===== config.mk =====
export PLATFORM = sky130hd
export DESIGN_NAME = id_ex_pipeline_reg
export DESIGN_NICKNAME = d
export VERILOG_FILES = /design/src/rtl/pipe_pkg.sv /design/src/rtl/id_ex_pipeline_reg_hazard.sv /design/src/rtl/id_ex_pipeline_reg.sv
export SDC_FILE = /design/constraint.sdc
export NUM_CORES = 1
export LEC_CHECK = 0
export BUFFER_PORTS_ARGS = -buffer_cell sky130_fd_sc_hd__buf_2
export CAP_MARGIN = 20
export CORE_AREA = 2 2 244 246
export DETAILED_ROUTE_END_ITERATION = 16
export DIE_AREA = 0 0 246 248
export GPL_TIMING_DRIVEN = 0
export HOLD_SLACK_MARGIN = 0.05
export PLACE_DENSITY = 0.4
export SLEW_MARGIN = 20
export SYNTH_ARGS = -nofsm -noshare
export SYNTH_HDL_FRONTEND = slang
export SYNTH_HIERARCHICAL = 1
export SYNTH_SLANG_ARGS = --single-unit

===== constraint.sdc =====
create_clock -name clk -period 2.2 [get_ports clk]
set_input_delay 0 -clock clk [delete_from_list [all_inputs] [get_ports clk]]
set_output_delay 0 -clock clk [all_outputs]
set_load 0.01 [all_outputs]

===== src/rtl/pipe_pkg.sv =====
// Shared definitions for the decode/execute boundary: control-bundle bit
// positions, the bubble control pattern and the per-edge stage action.
package pipe_pkg;

  localparam int CTRL_W   = 8;
  localparam int FUNCT3_W = 3;
  localparam int FUNCT7_W = 7;

  // Bit positions inside the 8-bit control bundle
  // {RegWrite, MemtoReg, MemRead, MemWrite, Branch, ALUSrc, ALUOp[1:0]}
  localparam int CTRL_REGWRITE = 7;
  localparam int CTRL_MEMTOREG = 6;
  localparam int CTRL_MEMREAD  = 5;
  localparam int CTRL_MEMWRITE = 4;
  localparam int CTRL_BRANCH   = 3;
  localparam int CTRL_ALUSRC   = 2;
  localparam int CTRL_ALUOP_HI = 1;
  localparam int CTRL_ALUOP_LO = 0;

  // A bubble carries no side effects: no write-back, no memory access,
  // no branch, ALUOp 00.
  localparam logic [CTRL_W-1:0] CTRL_BUBBLE = 8'h00;

  // What the register bank does on the coming edge (reset is handled
  // separately because it overrides everything).
  typedef enum logic [1:0] {
    ACT_LOAD   = 2'd0,
    ACT_BUBBLE = 2'd1,
    ACT_FLUSH  = 2'd2,
    ACT_HOLD   = 2'd3
  } stage_action_e;

endpackage


===== src/rtl/id_ex_pipeline_reg_hazard.sv =====
// Load-use hazard detection for the instruction sitting in decode against
// the instruction held in ID/EX. Purely combinational.
module hazard_detect_unit #(
  parameter int REG_ADDR_W = 5
) (
  input  logic                  reset,
  input  logic                  hold,
  input  logic                  flush,
  input  logic                  id_valid,
  input  logic                  ex_valid,
  input  logic                  ex_mem_read,
  input  logic [REG_ADDR_W-1:0] ex_rd,
  input  logic [REG_ADDR_W-1:0] id_rs1,
  input  logic [REG_ADDR_W-1:0] id_rs2,
  input  logic [1:0]            id_uses,
  output logic                  lu,
  output logic                  pc_write,
  output logic                  if_id_write
);

  logic rs1_match;
  logic rs2_match;

  // A load in EX whose destination is read by decode forces a one-cycle stall;
  // while reset is asserted the held instruction is treated as invalid.
  always_comb begin
    rs1_match   = id_uses[0] && (ex_rd == id_rs1);
    rs2_match   = id_uses[1] && (ex_rd == id_rs2);
    lu          = reset && id_valid && ex_valid && ex_mem_read
                  && (ex_rd != '0) && (rs1_match || rs2_match);
    pc_write    = !hold && (flush || !lu);
    if_id_write = pc_write;
  end

endmodule


===== src/rtl/id_ex_pipeline_reg.sv =====
// ID/EX pipeline register: captures decoded operands and control each cycle,
// inserts bubbles for load-use hazards and branch flushes, honours downstream
// hold, and keeps saturating bubble/flush event counters.
module id_ex_pipeline_reg
  import pipe_pkg::*;
#(
  parameter int XLEN       = 64,
  parameter int REG_ADDR_W = 5,
  parameter int CNT_W      = 16
) (
  input  logic                  clk,
  input  logic                  reset,
  input  logic                  hold,
  input  logic                  flush,
  input  logic                  id_valid,
  input  logic [XLEN-1:0]       id_pc,
  input  logic [XLEN-1:0]       id_imm,
  input  logic [XLEN-1:0]       id_rd1,
  input  logic [XLEN-1:0]       id_rd2,
  input  logic [REG_ADDR_W-1:0] id_rs1,
  input  logic [REG_ADDR_W-1:0] id_rs2,
  input  logic [REG_ADDR_W-1:0] id_rd,
  input  logic [1:0]            id_uses,
  input  logic [FUNCT3_W-1:0]   id_funct3,
  input  logic [FUNCT7_W-1:0]   id_funct7,
  input  logic [CTRL_W-1:0]     id_ctrl,
  output logic                  ex_valid,
  output logic [XLEN-1:0]       ex_pc,
  output logic [XLEN-1:0]       ex_imm,
  output logic [XLEN-1:0]       ex_rd1,
  output logic [XLEN-1:0]       ex_rd2,
  output logic [REG_ADDR_W-1:0] ex_rs1,
  output logic [REG_ADDR_W-1:0] ex_rs2,
  output logic [REG_ADDR_W-1:0] ex_rd,
  output logic [FUNCT3_W-1:0]   ex_funct3,
  output logic [FUNCT7_W-1:0]   ex_funct7,
  output logic [CTRL_W-1:0]     ex_ctrl,
  output logic                  pc_write,
  output logic                  if_id_write,
  output logic [CNT_W-1:0]      bubble_cnt,
  output logic [CNT_W-1:0]      flush_cnt
);

  localparam logic [CNT_W-1:0] CNT_MAX = '1;
  localparam logic [CNT_W-1:0] CNT_ONE = CNT_W'(1);

  logic          lu;
  stage_action_e action;

  hazard_detect_unit #(
    .REG_ADDR_W(REG_ADDR_W)
  ) u_hazard (
    .reset       (reset),
    .hold        (hold),
    .flush       (flush),
    .id_valid    (id_valid),
    .ex_valid    (ex_valid),
    .ex_mem_read (ex_ctrl[CTRL_MEMREAD]),
    .ex_rd       (ex_rd),
    .id_rs1      (id_rs1),
    .id_rs2      (id_rs2),
    .id_uses     (id_uses),
    .lu          (lu),
    .pc_write    (pc_write),
    .if_id_write (if_id_write)
  );

  // Pick the edge action by priority: hold, then flush, then load-use, else load.
  always_comb begin
    action = ACT_LOAD;
    if (hold) begin
      action = ACT_HOLD;
    end else if (flush) begin
      action = ACT_FLUSH;
    end else if (lu) begin
      action = ACT_BUBBLE;
    end
  end

  // Register bank: reset clears, hold freezes, flush/lu inject a bubble, else capture.
  always_ff @(posedge clk) begin
    if (!reset) begin
      ex_valid  <= 1'b0;
      ex_pc     <= '0;
      ex_imm    <= '0;
      ex_rd1    <= '0;
      ex_rd2    <= '0;
      ex_rs1    <= '0;
      ex_rs2    <= '0;
      ex_rd     <= '0;
      ex_funct3 <= '0;
      ex_funct7 <= '0;
      ex_ctrl   <= CTRL_BUBBLE;
    end else begin
      unique case (action)
        ACT_HOLD: begin
          ex_valid  <= ex_valid;
          ex_pc     <= ex_pc;
          ex_imm    <= ex_imm;
          ex_rd1    <= ex_rd1;
          ex_rd2    <= ex_rd2;
          ex_rs1    <= ex_rs1;
          ex_rs2    <= ex_rs2;
          ex_rd     <= ex_rd;
          ex_funct3 <= ex_funct3;
          ex_funct7 <= ex_funct7;
          ex_ctrl   <= ex_ctrl;
        end
        ACT_FLUSH, ACT_BUBBLE: begin
          ex_valid  <= 1'b0;
          ex_pc     <= '0;
          ex_imm    <= '0;
          ex_rd1    <= '0;
          ex_rd2    <= '0;
          ex_rs1    <= '0;
          ex_rs2    <= '0;
          ex_rd     <= '0;
          ex_funct3 <= '0;
          ex_funct7 <= '0;
          ex_ctrl   <= CTRL_BUBBLE;
        end
        default: begin
          ex_valid  <= id_valid;
          ex_pc     <= id_pc;
          ex_imm    <= id_imm;
          ex_rd1    <= id_rd1;
          ex_rd2    <= id_rd2;
          ex_rs1    <= id_rs1;
          ex_rs2    <= id_rs2;
          ex_rd     <= id_rd;
          ex_funct3 <= id_funct3;
          ex_funct7 <= id_funct7;
          ex_ctrl   <= id_ctrl;
        end
      endcase
    end
  end

  // Saturating event counters: one count per applied flush or load-use bubble.
  always_ff @(posedge clk) begin
    if (!reset) begin
      bubble_cnt <= '0;
      flush_cnt  <= '0;
    end else if (action == ACT_FLUSH) begin
      if (flush_cnt != CNT_MAX) begin
        flush_cnt <= flush_cnt + CNT_ONE;
      end
    end else if (action == ACT_BUBBLE) begin
      if (bubble_cnt != CNT_MAX) begin
        bubble_cnt <= bubble_cnt + CNT_ONE;
      end
    end
  end

endmodule


After elaboration in Yosys (flattened, before gate mapping)
Cells that the tools add are included.

word-level totals
  bits of input ports = 296
  latch bits = 0
  ROM bits = 0
  memories = 0
  memory bits (writable) = 0
  logic and storage cells = 53
  output and inout bits = 324
  bits in registers = 322

operators by class
  div/mod/pow operators = 0
  multiplexer cells = 14
  reduce and logical (&&, ||, !) cells = 16
  add/subtract/negate cells = 2
  order comparisons = 0
  bitwise operators = 1
  shifts and indexed selects = 0
  $mul = 0
  equality and inequality tests = 7

operator list
  cell                   number
  $pmux 64 s2            4
  $add 16x1->16 const B  2
  $ne 16x16->1 const B   2
  $pmux 5 s2             3
  $pmux 8 s2             1
  $pmux 7 s2             1
  $eq 5x5->1             2
  $logic_and 1x1->1      8
  $pmux 3 s2             1
  $reduce_bool 5->1      1
  $eq 2x2->1 const B     2
  $mux 2                 2
  $reduce_and 3->1       1
  $eq 2x1->1 const B     1
  $logic_not 1->1        2
  $logic_or 1x1->1       2
  $pmux 1 s2             1
  $reduce_and 2->1       1
  $reduce_or 2->1        1
  $mux 1                 1
  $not 1->1              1

Logic depth before layout (Yosys ltp)
Gate-level depths: netlist of run 1.

  word-level depth = 11
  mapped depth = 12
  gate-level depth less buffers = 11

Cells and area by module
The synthesis of run 1 kept the hierarchy.

by module, submodules not included
  module              instances  cells each  area an instance (µm²)  sequential area each (µm²)
  id_ex_pipeline_reg  1          1167        11234.5                 6446.2
  hazard_detect_unit  1          23          157.7                   0.0

Least setup slack after synthesis of run 1
OpenSTA, ideal clock, no wires.

  path kind = register to register
  from = reg ex_rd[1]
  to = reg bubble_cnt[7]
  arrival = 2.294 ns
  path slack = -0.164 ns
  cell stages (with the launch flop) = 11
  period minus slack after synthesis = 2.364 ns
  buffers on the path = 0
  library setup time = 0.071 ns
  data required time = 2.129 ns
  cell sequence = dfxtp_1 -> xnor2_1 -> nand4_1 -> o22ai_1 -> and2_1 -> a21o_1 -> ha_1 -> and3_1 -> nand2_1 -> or4_1 -> a21oi_1

between the ends
  cells in the longest elaborated chain, start to end = 10
  elaborated cells on any way between the ends = 15
  classes of those cells = 4 x eq/ne; 3 x mux; 1 x bitwise; 7 x reduce/logical

RTL lines
  element                                      line                                                              text
  from (decl)                                  id_ex_pipeline_reg.sv:34                                          output logic [REG_ADDR_W-1:0] ex_rd,
  from (signal assigned)                       id_ex_pipeline_reg.sv:104                                         ex_rd <= ex_rd;
  from (signal assigned)                       id_ex_pipeline_reg.sv:130                                         ex_rd <= id_rd;
  $eq 5x5->1, on equally long branches         id_ex_pipeline_reg_hazard.sv:27, id_ex_pipeline_reg_hazard.sv:28
  $logic_and 1x1->1, on equally long branches  id_ex_pipeline_reg_hazard.sv:27, id_ex_pipeline_reg_hazard.sv:28
  $logic_or 1x1->1                             id_ex_pipeline_reg_hazard.sv:30                                   && (ex_rd != '0) && (rs1_match || rs2_match);
  $logic_and 1x1->1 *                          id_ex_pipeline_reg_hazard.sv:30
  named net lu                                 id_ex_pipeline_reg.sv:47                                          logic lu;
  $mux 1 *                                     id_ex_pipeline_reg.sv:75                                          end else if (lu) begin
  $mux 2 *                                     id_ex_pipeline_reg.sv:73                                          end else if (flush) begin
  $mux 2 *                                     id_ex_pipeline_reg.sv:71                                          if (hold) begin
  $eq 2x2->1                                   id_ex_pipeline_reg.sv:144                                         end else if (action == ACT_FLUSH) begin
  $not 1->1 (no line)                          --
  $reduce_and 3->1 (no line) *                 --
  to (signal assigned)                         id_ex_pipeline_reg.sv:150                                         bubble_cnt <= bubble_cnt + CNT_ONE;
  to (decl)                                    id_ex_pipeline_reg.sv:40                                          output logic [CNT_W-1:0] bubble_cnt,

The timed path passes the listed nets; every way through them passes the cells marked *.
A chain may end at the register's enable or synchronous reset.

Final worst setup path of run 1
  from = reg ex_rd[4]
  to = reg bubble_cnt[11]

Same word-level chain as after synthesis.

==> impl_metrics.json, run 1 <==
{
  "outcome": "finished, violations left",
  "violations": "negative setup slack",
  "crit_path_end_kind": "register",
  "cpPeakStageDelay_ns": 0.49,
  "fin_util": 0.3938,
  "slew_headroom": 0.4320,
  "post-route-drc-count": 0,
  "synth_seq_area_share": 0.5658,
  "start_kind": "register",
  "syn_avg_cell_area_sq_um": 9.573,
  "critical_path_class": "reg -> reg",
  "reg2reg_from": "ex_rd[4]",
  "dp_slack_ns": -1.561,
  "synth_edf_count": 0,
  "cp.arrival_ns": 2.98,
  "synth_cell_types": 50,
  "cp_max_fo": 5,
  "cts_buffer_depth": 3,
  "synth_area_leader_cell": "dfxtp_1",
  "maxCapViolations": 0,
  "dr.pass1.iters": 4,
  "synth_seq_cells": 322,
  "grt_max_degree": 12,
  "hold_viol": 0,
  "worstPathCellList": "xnor2_1 > nand4_1 > o22ai_2 > and2_4 > a21o_4 > ha_4 > and3_4 > nand4_4 > or4_1 > a21oi_1",
  "synth-xor-area-share": 0.009226,
  "vias_per_cell": 4.422,
  "muxShareOfSynthArea": 0.002636,
  "syn_inst": 1190,
  "synth_ff_type": "dfxtp_1",
  "crit_required_ns": 2.67,
  "cts_buffers": 40,
  "dpl.cell_count": 2582,
  "cts_tree": "yes",
  "synth-simple-area-share": 0.1521,
  "finalWirelength_um": 55970,
  "nNetsFinal": 2509,
  "cts.sinks": 322,
  "syn_to_final_growth_pct": 102.1,
  "fin_setup_tns_ns": -52.42,
  "drv_slew": 0,
  "core_sq_um": 58460,
  "fin_skew_ns": 0.009148,
  "peakVddDrop_mv": 0.4133,
  "fmax_mhz": 397.1,
  "critPathSlowestCell": "or4_1",
  "layout-drive-gt1-share": 0.5092,
  "root_buffer": "clkbuf_16",
  "holdCritStartpoint": "hold",
  "setup_ws_ns": -0.3182,
  "gp_congestion": 0.7852,
  "cts_htree_levels": 2,
  "start_util": 0.1949,
  "port_buffers": 619,
  "netlist.area_leader.share": 0.5658,
  "synth_area_leaders": "dfxtp_1 57%, a22oi_1 19%, nor2_1 9.8%, clkbuf_1 2.5%, buf_2 1.0%",
  "grt_pass1_vias": 13670,
  "hp-class": "in -> reg",
  "yosysWarnings": 6,
  "rows": 89,
  "finalNonFillerCells": 3009,
  "die_area_sq_um": 61010,
  "synth_fp_nets": 1491,
  "tightestPinTransition_ns": 0.8520,
  "fp.dieH_um": 248,
  "period_share": 1.145,
  "placed_area_sq_um": 15500,
  "drt_first_iter_violations": 418,
  "final_area_sq_um": 23020,
  "antenna_found_initial": 2,
  "netlist_area_sq_um": 11390,
  "grtUsageTotal": 0.1650,
  "powerDensity_nw_per_um2": 693.3,
  "synthArstFlopShare": 0,
  "die_w_um": 246,
  "worstSkewPairLatency_ns": 0.54,
  "synth_compound_area_frac": 0.2246,
  "synth_fa_ha_area_frac": 0.005491,
  "overflow": 0,
  "critPathLaunch": "ex_rd[4]",
  "dpl.hpwl_um": 38510,
  "power.leakage_uw": 0.009962,
  "rsz0062_at_grt": "true",
  "num_io_pins": 620,
  "grt_pass1_wl_um": 78360,
  "synth_top_family_by_area": "compound AO/OA/AOI/OAI gates",
  "ff2ff_setup_slack_ns": -0.32,
  "period_minus_slack_ns": 2.518,
  "wl_per_cell_um": 18.60,
  "clk_pin_slew_ns": 0.06,
  "ant_nets": 0,
  "finalSetupViolations": 308,
  "via_count": 13310
}
==> metal layers <==
layer	wire length, um	global-route usage
met1	22600	0.1881
met2	28150	0.2907
met3	3097	0.04250
met4	2116	0.07041
met5	10	0
==> cell usage after synthesis (all sizes together) (8+ instances only) <==
library cell and count:
dfxtp 322, or3 12, o21ai 13, clkbuf 75, or4 8, nand4 16
nand3 11, a21oi 21, buf 27, xnor2 10, a22oi 289, inv 9
nand2 18, nor2 298, o31ai 10
==> power by group <==
group          switching, uW  internal [uW]  total (uW)
Clock                   2590           3800        6390
Sequential               213           6120        6340
Combinational           1490           1740        3230
==> state kept, by name, indices dropped and copies added, names as in the netlist <==
name and flops:
ex_ctrl 8, ex_rs2 5, ex_pc 64, ex_rd1 64
ex_imm 64, ex_valid 1, ex_rd2 64, ex_funct7 7
ex_funct3 3, flush_cnt 16, ex_rs1 5, bubble_cnt 16
ex_rd 5
==> what timing repair did <==
action / 4_1_cts / 5_1_grt
setup endpoints to repair: 323 / 315
hold buffers: 291 / 0
resized for setup: 289 / 285
cloned: 14 / 21
setup buffers: 27 / 23
endpoints found under the hold margin: 292 / 0
pin swaps: 103 / 223
==> stage by stage <==
| step | power [uW] | hold WS [ns] |
|---|---|---|
| finish | 15960 | 0.2114 |
| global route | 16630 | 0.2152 |
| CTS | 15700 | 0.1458 |
| detailed placement | 8190 | 0.2380 |
| global placement | 8176 | 0.2298 |
| floorplan | 7256 | 0.05148 |
==> cells in the final DEF (no fill, tap or decap), types with 7 or more instances in the layout <==
cell           Yosys  routed
a21oi_1           21      15
a22oi_2            0     283
buf_12             0      30
buf_2             23     623
buf_4              1      20
buf_6              1      14
buf_8              0      24
clkbuf_1          75      47
clkbuf_16          0      63
clkbuf_8           0      16
dfxtp_1          322     317
dlygate4sd3_1      0     291
inv_1              8       7
nand2_1           18      17
nand3_1           10       9
nand4_1           12      12
nor2_1           297     297
o21ai_1            7       7
o31ai_1            9       9
or3_1             12      12
xnor2_1           10       9
==> kinds of logic (layout without fill, tap and decap cells) <==
logic type,count (synthesis),after routing
multiplexers,3,3
adder cells (fa/ha/maj),5,5
XOR/XNOR,12,12
AO/OA/AOI/OAI,347,347
AND/OR/NAND/NOR,390,390
flip-flops,322,322
buffers and inverters,111,1156
other,0,1
==> layout make-up <==
class / instances / area (sq um)
well taps: 773 / 967.2
inverters: 9 / 33.78
plain buffers: 96 / 952.2
multi-input cells: 757 / 6081
clock buffers: 62 / 1185
flip-flops and latches: 322 / 6460
repair buffers: 982 / 7277
fillers: 5910 / 35440
diodes: 1 / 2.502
clock inverters: 7 / 65.06
==> path summary, 6_finish.rpt <==
check	endpoint	cells after the start
setup / recovery	bubble_cnt[11]	10
hold / removal	flush_cnt[2]	7
setup reg to reg	bubble_cnt[11]	10
hold reg to reg	ex_pc[62]	2
==> worst max-delay path, delay by kind of cell (launching register included) <==
| family | cells | cell delay [ns] |
|---|---|---|
| and+or+nand+nor | 5 | 1.18 |
| AOI/OAI and AO/OA | 3 | 0.54 |
| DFF | 1 | 0.37 |
| xor gates and xnor gates | 1 | 0.19 |
| adders and majority gates | 1 | 0.16 |
Power figures use the tool's default switching activity.
==> inputs of run 2 (changes only) <==
--- a/config.mk
+++ b/config.mk
@@ -13,6 +13,7 @@
 export GPL_TIMING_DRIVEN = 0
 export HOLD_SLACK_MARGIN = 0.05
 export PLACE_DENSITY = 0.4
+export RECOVER_POWER = 100
 export SLEW_MARGIN = 20
 export SYNTH_ARGS = -nofsm -noshare
 export SYNTH_HDL_FRONTEND = slang
==> run 2 against run 1 <==
  * The flow still finishes with violations (negative setup slack)
  * Register-to-register slack hardly changed
  * Worst hold slack gained 0.0014 ns
  * Wire length barely moved
  * Power decreased by 0.43%
  * Sequential cell count unchanged
  * Final cell count is the same
  * Global-route usage unchanged
  * Critical endpoint unchanged
  * Largest cell class unchanged
  * Highest routed layer is now met4
==> impl_metrics.json, run 2 (same netlist as run 1, synthesis figures left out) <==
{
  "outcome": "finished, violations left",
  "violations": "negative setup slack",
  "wl_per_cell_um": 18.61,
  "period_share": 1.144,
  "final_cell_mix": "346 x clkbuf_1, 324 x buf_2, 317 x dfxtp_1",
  "fin_skew_ns": 0.008797,
  "finalSetupViolations": 309,
  "multi_input_area_sq_um": 6081,
  "rsz0062_at_grt": "true",
  "tightestPinTransition_ns": 0.8345,
  "cp_max_fo": 5,
  "start_util": 0.1949,
  "layout-drive-gt1-share": 0.3754,
  "port_buffers": 619,
  "root_buffer": "clkbuf_16",
  "grt_max_degree": 12,
  "die_area_sq_um": 61010,
  "grt_pass1_vias": 13670,
  "hold_viol": 0,
  "post-route-drc-count": 0,
  "peakVddDrop_mv": 0.4093,
  "drv_slew": 0,
  "cts_htree_levels": 2,
  "cts.sinks": 322,
  "setup_ws_ns": -0.3163,
  "p_total_uw": 15890,
  "cts_tree": "yes",
  "crit_required_ns": 2.67,
  "hp-class": "in -> reg",
  "cts_buffer_depth": 3,
  "rows": 89,
  "reg2reg_from": "ex_rd[4]",
  "nFillCells": 6041,
  "dpl.hpwl_um": 38510,
  "critPathLaunch": "ex_rd[4]",
  "fmax_mhz": 397.4,
  "dr.pass1.iters": 4,
  "core_sq_um": 58460,
  "antenna_found_initial": 1,
  "vias_per_cell": 4.429,
  "power.leakage_uw": 0.008730,
  "syn_to_final_growth_pct": 98.81,
  "num_io_pins": 620,
  "period_minus_slack_ns": 2.516,
  "maxCapViolations": 0,
  "die_w_um": 246,
  "cp.arrival_ns": 2.98,
  "grtUsageTotal": 0.1650,
  "ant_nets": 0,
  "slew_headroom": 0.4436,
  "gp_congestion": 0.7852,
  "holdCritStartpoint": "hold",
  "crit_path_end_kind": "register",
  "fp.dieH_um": 248,
  "overflow": 0,
  "via_count": 13330,
  "clk_pin_slew_ns": 0.06,
  "fin_hold_ws_ns": 0.2128,
  "worstSkewPairLatency_ns": 0.54,
  "grt_pass1_wl_um": 78360,
  "powerDensity_nw_per_um2": 701.7,
  "drt_first_iter_violations": 459,
  "start_kind": "register",
  "cts_buffers": 40,
  "regArea_sq_um": 6460,
  "critical_path_class": "reg -> reg",
  "mostFrequentLayoutCell": "clkbuf_1",
  "nNetsFinal": 2509,
  "finalWirelength_um": 56010
}
## run 2: cell types whose count changed in the layout (fill, tap and decap cells not counted), sizes merged
cell,previous run,this run
clkbuf,134,433
buf,715,416
## run 2: final cells by class
type	count	area share
Timing Repair Buffer	982	0.3048
Sequential cell	322	0.2852
Multi-Input combinational cell	757	0.2685
Clock buffer	62	0.05231
Tap cell	773	0.04270
Buffer	96	0.04204
Clock inverter	7	0.002873
Inverter	9	0.001492
Antenna cell	1	0.0001105
## run 2: critical path, cell delays in order (launching register included)
cell,delay [ns]
dfxtp_4,0.37
xnor2_1,0.19
nand4_1,0.15
o22ai_2,0.23
and2_4,0.18
a21o_4,0.16
ha_4,0.16
and3_4,0.22
nand4_4,0.13
or4_1,0.49
a21oi_1,0.15
## run 2: through the flow
step | instance area (sq um) | setup WS, ns | setup TNS, ns | util | instances
finish | 22650 | -0.3163 | -53.63 | 0.3874 | 3009
global route | 22650 | -0.4115 | -91.79 | 0.3874 | 3009
CTS | 21480 | -0.3306 | -69.60 | 0.3675 | 2981
detailed placement | 15500 | -1.561 | -422.44 | 0.2651 | 2582
global placement | 15500 | -1.509 | -416.40 | 0.2651 | 2582
floorplan | 11430 | -0.0007052 | -0.001378 | - | 1190
## run 2: routing by layer
metal  GRT usage  share of wire  vias to the layer above
met4     0.07041          0.037                        0
met2      0.2907           0.50                      404
met5           0              0                        -
met3     0.04250          0.057                      115
li1            -              -                     6352
met1      0.1881           0.40                     6455
## run 2: timing repair
action / 4_1_cts / 5_1_grt
setup endpoints to repair: 323 / 315
resized for setup: 289 / 285
hold buffers: 291 / 0
gates cloned: 14 / 21
endpoints found under the hold margin: 292 / 0
pin swaps: 103 / 223
buffers inserted: 27 / 23
## run 2: where the power goes
| group | switching, uW | internal [uW] |
|---|---|---|
| Combinational | 1500 | 1660 |
| Clock | 2590 | 3800 |
| Sequential | 221 | 6120 |
## run 2: worst paths after layout
path                    endpoint  cells past startpoint  slack [ns]
hold reg to reg    bubble_cnt[1]                      2        0.50
hold / removal      flush_cnt[2]                      7        0.21
setup reg to reg  bubble_cnt[11]                     10       -0.32
setup / recovery  bubble_cnt[11]                     10       -0.32
